==> config.mk <==
export PLATFORM = sky130hd
export DESIGN_NAME = ps2_digit_entry
export DESIGN_NICKNAME = d
export VERILOG_FILES = /design/src/rtl/ps2_digit_entry.sv
export SDC_FILE = /design/constraint.sdc
export NUM_CORES = 1
export LEC_CHECK = 0
export BUFFER_PORTS_ARGS = -buffer_cell sky130_fd_sc_hd__buf_2
export CORE_ASPECT_RATIO = 0.7
export CORE_MARGIN = 1
export CORE_UTILIZATION = 60
export DETAILED_ROUTE_END_ITERATION = 8
export GPL_TIMING_DRIVEN = 0
export PLACE_DENSITY = 0.85
export SETUP_SLACK_MARGIN = 0.2
export SYNTH_ARGS = -nofsm -noshare
export SYNTH_HDL_FRONTEND = slang
export SYNTH_SLANG_ARGS = --single-unit
==> constraint.sdc <==
create_clock -name CLOCK_50 -period 4.3 [get_ports CLOCK_50]
set_input_delay 0.43 -clock CLOCK_50 [delete_from_list [all_inputs] [get_ports CLOCK_50]]
set_output_delay 0.43 -clock CLOCK_50 [all_outputs]
set_load 0.02 [all_outputs]
==> src/rtl/ps2_digit_entry.sv <==
`default_nettype none
// ============================================================================
//  Module   : ps2_digit_entry
//  Purpose  : Turns a stream of PS/2 set-2 scancode bytes into a packed
//             buffer of up to DEPTH BCD digits. Handles make/break and E0
//             prefixes, suppresses typematic repeats, and supports
//             backspace, Esc (clear) and Enter (submit). A held submit
//             level is released by submit_ack.
//  Ports    : CLOCK_50     - clock, rising edge
//             resetn       - synchronous active-low reset
//             sc           - scancode byte, valid when ps2_pressed is high
//             ps2_pressed  - one-cycle byte strobe
//             submit_ack   - consumer has taken the buffer
//             digits       - packed BCD, slot 0 = oldest, unused slots 0
//             count        - number of digits held
//             last_digit   - most recently appended digit
//             digit_valid  - pulse: digit appended
//             overflow     - pulse: digit rejected, buffer full
//             submit       - level from a valid Enter until submit_ack
//  Revision : 1.0 - initial release
// ============================================================================
module ps2_digit_entry #(
    parameter int DEPTH           = 16,
    parameter int ALLOW_KEYPAD    = 1,
    parameter int CLEAR_ON_SUBMIT = 1
) (
    input  logic                       CLOCK_50,
    input  logic                       resetn,
    input  logic [7:0]                 sc,
    input  logic                       ps2_pressed,
    input  logic                       submit_ack,
    output logic [4*DEPTH-1:0]         digits,
    output logic [$clog2(DEPTH+1)-1:0] count,
    output logic [3:0]                 last_digit,
    output logic                       digit_valid,
    output logic                       overflow,
    output logic                       submit
);

    localparam int CW = $clog2(DEPTH+1);

    localparam logic [1:0] S_IDLE = 2'd0;
    localparam logic [1:0] S_E0   = 2'd1;
    localparam logic [1:0] S_F0   = 2'd2;
    localparam logic [1:0] S_E0F0 = 2'd3;

    logic [1:0]         r_state;
    logic [1:0]         w_state_nxt;
    logic               w_make;
    logic               w_brk;
    logic               w_ext;
    logic [8:0]         w_key;
    logic               w_act;
    logic               w_buf_en;
    logic               w_dig_v;
    logic [3:0]         w_dig_val;
    logic [CW-1:0]      w_count_m1;

    logic [8:0]         r_held;
    logic               r_held_v;
    logic [4*DEPTH-1:0] r_digits;
    logic [CW-1:0]      r_count;
    logic [3:0]         r_last;
    logic               r_digit_valid;
    logic               r_overflow;
    logic               r_submit;

    // Prefix state register
    always_ff @(posedge CLOCK_50) begin
        if (!resetn) r_state <= S_IDLE;
        else         r_state <= w_state_nxt;
    end

    // Prefix decode: a byte that is not a prefix completes a make or break
    always_comb begin
        w_state_nxt = r_state;
        w_make      = 1'b0;
        w_brk       = 1'b0;
        w_ext       = 1'b0;
        if (ps2_pressed) begin
            case (r_state)
                S_IDLE: begin
                    if (sc == 8'hE0)      w_state_nxt = S_E0;
                    else if (sc == 8'hF0) w_state_nxt = S_F0;
                    else                  w_make      = 1'b1;
                end
                S_E0: begin
                    if (sc == 8'hF0) begin
                        w_state_nxt = S_E0F0;
                    end else begin
                        w_make      = 1'b1;
                        w_ext       = 1'b1;
                        w_state_nxt = S_IDLE;
                    end
                end
                S_F0: begin
                    w_brk       = 1'b1;
                    w_state_nxt = S_IDLE;
                end
                default: begin
                    w_brk       = 1'b1;
                    w_ext       = 1'b1;
                    w_state_nxt = S_IDLE;
                end
            endcase
        end
    end

    // Digit decode; extended codes (e.g. E0 74, right arrow) are never digits
    always_comb begin
        w_dig_v   = 1'b0;
        w_dig_val = 4'd0;
        if (!w_ext) begin
            w_dig_v = 1'b1;
            case (sc)
                8'h45:   w_dig_val = 4'd0;
                8'h16:   w_dig_val = 4'd1;
                8'h1E:   w_dig_val = 4'd2;
                8'h26:   w_dig_val = 4'd3;
                8'h25:   w_dig_val = 4'd4;
                8'h2E:   w_dig_val = 4'd5;
                8'h36:   w_dig_val = 4'd6;
                8'h3D:   w_dig_val = 4'd7;
                8'h3E:   w_dig_val = 4'd8;
                8'h46:   w_dig_val = 4'd9;
                default: w_dig_v   = 1'b0;
            endcase
            if (!w_dig_v && ALLOW_KEYPAD != 0) begin
                w_dig_v = 1'b1;
                case (sc)
                    8'h70:   w_dig_val = 4'd0;
                    8'h69:   w_dig_val = 4'd1;
                    8'h72:   w_dig_val = 4'd2;
                    8'h7A:   w_dig_val = 4'd3;
                    8'h6B:   w_dig_val = 4'd4;
                    8'h73:   w_dig_val = 4'd5;
                    8'h74:   w_dig_val = 4'd6;
                    8'h6C:   w_dig_val = 4'd7;
                    8'h75:   w_dig_val = 4'd8;
                    8'h7D:   w_dig_val = 4'd9;
                    default: w_dig_v   = 1'b0;
                endcase
            end
        end
    end

    assign w_key      = {w_ext, sc};
    // A make matching the still-held key is typematic repeat: ignored entirely
    assign w_act      = w_make && !(r_held_v && (r_held == w_key));
    // Buffer actions use the pre-ack submit level, so a byte arriving with
    // submit_ack is dropped
    assign w_buf_en   = w_act && !r_submit;
    assign w_count_m1 = r_count - 1'b1;

    always_ff @(posedge CLOCK_50) begin
        if (!resetn) begin
            r_held        <= '0;
            r_held_v      <= 1'b0;
            r_digits      <= '0;
            r_count       <= '0;
            r_last        <= '0;
            r_digit_valid <= 1'b0;
            r_overflow    <= 1'b0;
            r_submit      <= 1'b0;
        end else begin
            r_digit_valid <= 1'b0;
            r_overflow    <= 1'b0;

            if (w_act) begin
                r_held   <= w_key;
                r_held_v <= 1'b1;
            end else if (w_brk && r_held_v && (r_held == w_key)) begin
                r_held_v <= 1'b0;
            end

            if (submit_ack && r_submit) begin
                r_submit <= 1'b0;
                if (CLEAR_ON_SUBMIT != 0) begin
                    r_digits <= '0;
                    r_count  <= '0;
                end
            end else if (w_buf_en) begin
                if (w_dig_v) begin
                    if (r_count != CW'(DEPTH)) begin
                        for (int i = 0; i < DEPTH; i++) begin
                            if (r_count == CW'(i)) r_digits[4*i +: 4] <= w_dig_val;
                        end
                        r_count       <= r_count + 1'b1;
                        r_last        <= w_dig_val;
                        r_digit_valid <= 1'b1;
                    end else begin
                        r_overflow <= 1'b1;
                    end
                end else begin
                    case (sc)
                        8'h66: begin
                            if (r_count != '0) begin
                                for (int i = 0; i < DEPTH; i++) begin
                                    if (w_count_m1 == CW'(i)) r_digits[4*i +: 4] <= 4'd0;
                                end
                                r_count <= w_count_m1;
                            end
                        end
                        8'h76: begin
                            r_digits <= '0;
                            r_count  <= '0;
                        end
                        8'h5A: begin
                            if (r_count != '0) r_submit <= 1'b1;
                        end
                        default: ;
                    endcase
                end
            end
        end
    end

    assign digits      = r_digits;
    assign count       = r_count;
    assign last_digit  = r_last;
    assign digit_valid = r_digit_valid;
    assign overflow    = r_overflow;
    assign submit      = r_submit;

endmodule
`default_nettype wire

==> impl_metrics.csv <==
group,metric,value,unit
critical_path,worstReg2RegEnd,"digits[0]",
place,place_inst,728,
power,power.sequential.fraction,44.8,%
clock_network,post_cts_resize_count,0,
critical_path,timing.critical_path.required,4540,ps
clock_network,clk-insertion-delay-late,350,ps
synth,synth-main-ff-cell,"dfxtp_1",
place,numPortBuffers,85,
power,final_total_power,1.85,mW
timing,max_clock_freq,303,MHz
synth,synthTopCellsByCount,"100 x nand2_1, 88 x dfxtp_1, 78 x mux2i_1",
clock_network,post_cts.repair.setup_buffers,0,
synth,yosysTopAreaCell,"dfxtp_1",
floorplanning,floorplan.die.width,109,um
timing,setup_slack,997,ps
power,power_density,326,nW/um^2
synth,yosys_warnings,0,
place,preCtsSetupSlack,1030,ps
critical_path,timing.critical_path.to_type,"register",
flow_run,max-cap-violations,0,
final_layout,layout-area-overhead-vs-synth,17.8,%
min_path,worstHoldStart,"digits[13]",
synth,most_common_cell_in_the_netlist,"nand2_1",
critical_path,worst-path-max-fanout,12,
routing,post_drt_via_cell_ratio,6.09,
floorplanning,die_height,77.0,um
routing,route.antenna.remaining_nets,0,
floorplanning,fp.dieArea,8410,sq um
grt,global_route.usage.total,33.0,%
power,clock_power_share,44.3,%
timing,worst_slew_pin_slew,1120,ps
synth,number_of_nets_produced_by_synthesis,565,
critical_path,timing.critical_path.from_type,"register",
clock_network,clock-sinks,88,
timing,drv_slew,0,
synth,synth.avg_cell_area,8.85,sq um
synth,yosys-top-cells-area,"dfxtp_1 37%, mux2i_1 16%, nand2_1 7.8%",
floorplanning,start_util,63.9,%
timing,final.setup.tns,0,ps
clock_network,clock_path_buffers,2,
synth,synth-seq-area-share,36.5,%
clock_network,post_cts_hold_buffer_count,0,
critical_path,worst-endpoint-arrival,3540,ps
place,dp.final_hpwl,9560,um
routing,first_pass_iters,5,
routing,via_count,4528,
synth,post_synth_instance_area,4820,sq um
timing,post-route-period-util,76.8,%
clock_network,clock_tree.htree_level_count,3,
routing,iter_0_drt_violations,443,
power,p_leak,2.70,nW
final_layout,antennaDiodeCount,0,
final_layout,layout.nets,661,
grt,wire_length_of_the_first_global_routing_pass,21300,um
synth,cell_count_after_synthesis,545,
routing,route.detailed.drc,0,
clock_network,clkSlewWorstSetupHoldPaths,60,ps
grt,globalRoute.totalOverflow,0,
clock_network,cts_made_buffers,9,
grt,vias_in_the_first_global_route,4182,
min_path,worstHoldPathType,"register to register",
synth,async_reset_ff_share,0,%
final_layout,layout.core_utilization,75.3,%
grt,antenna_found_initial,0,
timing,slew_limit_headroom,24.2,%
floorplanning,ioPinCount,88,
power,power.combinational.fraction,10.9,%
clock_network,root_buffer,"clkbuf_16",
synth,synth-seq-cells,88,
synth,yosys.cell_types.count,65,
routing,wire_per_inst,17.9,um
min_path,min_to,"digits[13]",
critical_path,rrSetupSlack,1000,ps
power,vdd_ir_drop_max,0.000281,V
critical_path,worst_r2r_path_depth,9,
final_layout,final_non_filler_cells,744,
power,p_switching,0.483,mW
timing,clock_skew,5.30,ps
floorplanning,core-area,7550,sq um
power,power.share.switching,26.1,%
synth,synth_top_area_share,36.5,%
status,outcome,"complete, no violations",
timing,final_hold_viol_count,0,
timing,rsz0062_at_grt,"false",
clock_network,cts_tree,"done",
timing,period_minus_slack,3300,ps
critical_path,worstSetupPathType,"register to register",
floorplanning,row_count,26,
critical_path,worstReg2RegStart,"count[0]",
place,routabilityCongestion,0.993,
min_path,whs_path_depth,2,
routing,routed_wirelength,13300,um
final_layout,layout-drive-gt1-share,20.7,%
synth,synth_edf_count,0,
grt,grt_max_degree,17,
timing,finalSetupViolCount,0,
power,cell_internal_pwr,1.37,mW
flip-flops by register name, indices dropped and copies added, names as in the netlist:
name	count
digits	64
r_held	9
count	5
last_digit	4
r_state	2
digit_valid	1
overflow	1
r_held_v	1
submit	1
worst max-delay path by stage:
stage             start            end  slack, ps  cells past startpoint
2_1_floorplan     sc[0]  last_digit[3]       1470                     10
3_3_place_gp      sc[4]  last_digit[3]       1110                      9
3_5_place_dp      sc[4]  last_digit[3]       1030                      9
4_1_cts        count[0]      digits[0]       1040                      9
5_1_grt        count[0]      digits[0]        660                      9
6_report       count[0]      digits[0]       1000                      9
kinds of logic (layout without fill, tap and decap cells):
kind of cell | after synthesis | after routing | synth area share, %
flip-flops | 88 | 88 | 36.5
buffers and inverters | 43 | 144 | 4.20
AND/OR/NAND/NOR | 222 | 222 | 25.7
AO/OA/AOI/OAI | 92 | 92 | 12.7
adder cells (fa/ha/maj) | 8 | 8 | 2.07
XOR/XNOR | 12 | 12 | 2.18
multiplexers | 80 | 80 | 16.6
critical path: stages, from the launching register on:
cell       delay, ps
dfxtp_1          570
inv_1            200
ha_1             350
nor3b_1          190
xnor2_1          300
and2_1           270
a31oi_1          130
a2111oi_2        550
o21ai_1          280
a32o_1           330
routing by layer:
layer  global-route usage, %  share of wire [%]  vias to the layer above
met5                       0                  0                        -
met4                    10.1                1.3                        0
met3                    10.2                 10                       26
met2                    48.4                 43                      227
met1                    46.1                 45                     2158
li1                        -                  -                     2117
power groups by stage:
stage               Sequential [mW]  Clock [mW]  Combinational [mW]
floorplan                     0.850           0               0.142
global placement              0.848           0               0.190
detailed placement            0.849           0               0.195
CTS                           0.830       0.827               0.197
global route                  0.831       0.858               0.218
finish                        0.830       0.820               0.202
through the flow:
| stage | hold slack [ps] | cell area [sq um] |
|---|---|---|
| 3_3_place_gp | 441 | 5370 |
| 6_report | 456 | 5680 |
| 3_5_place_dp | 449 | 5370 |
| 5_1_grt | 458 | 5680 |
| 2_1_floorplan | 472 | 4820 |
| 4_1_cts | 442 | 5680 |
cell usage in the layout (no fill, tap or decap), types with 4 or more instances in the layout:
| cell type | synthesis | layout |
|---|---|---|
| buf_2 | 6 | 91 |
| nand3b_1 | 5 | 5 |
| ha_1 | 8 | 8 |
| nor3b_1 | 4 | 4 |
| and3_1 | 4 | 4 |
| nor3_1 | 7 | 7 |
| clkbuf_16 | 0 | 9 |
| inv_1 | 9 | 9 |
| clkbuf_1 | 23 | 23 |
| o21ai_0 | 12 | 12 |
| buf_6 | 4 | 4 |
| and2_1 | 9 | 9 |
| nor4_1 | 4 | 4 |
| inv_6 | 0 | 4 |
| nor2b_1 | 24 | 24 |
| nand4_1 | 8 | 8 |
| nor2_1 | 12 | 12 |
| nand2b_1 | 7 | 7 |
| nand3_4 | 7 | 7 |
| a31oi_1 | 4 | 4 |
| nand3_1 | 13 | 13 |
| xnor2_1 | 11 | 11 |
| mux2i_1 | 78 | 78 |
| a21oi_1 | 38 | 38 |
| dfxtp_1 | 88 | 88 |
| nand2_1 | 100 | 100 |
cell type report:
class	count	area, sq um
clock inverter	6	70.1
tap	98	123
multi-input combinational	414	2860
sequential	88	1760
inverter	9	33.8
buffer	34	169
timing repair buffer	85	425
fill	552	1870
clock buffer	10	239
(Power assumes the default switching activity.)
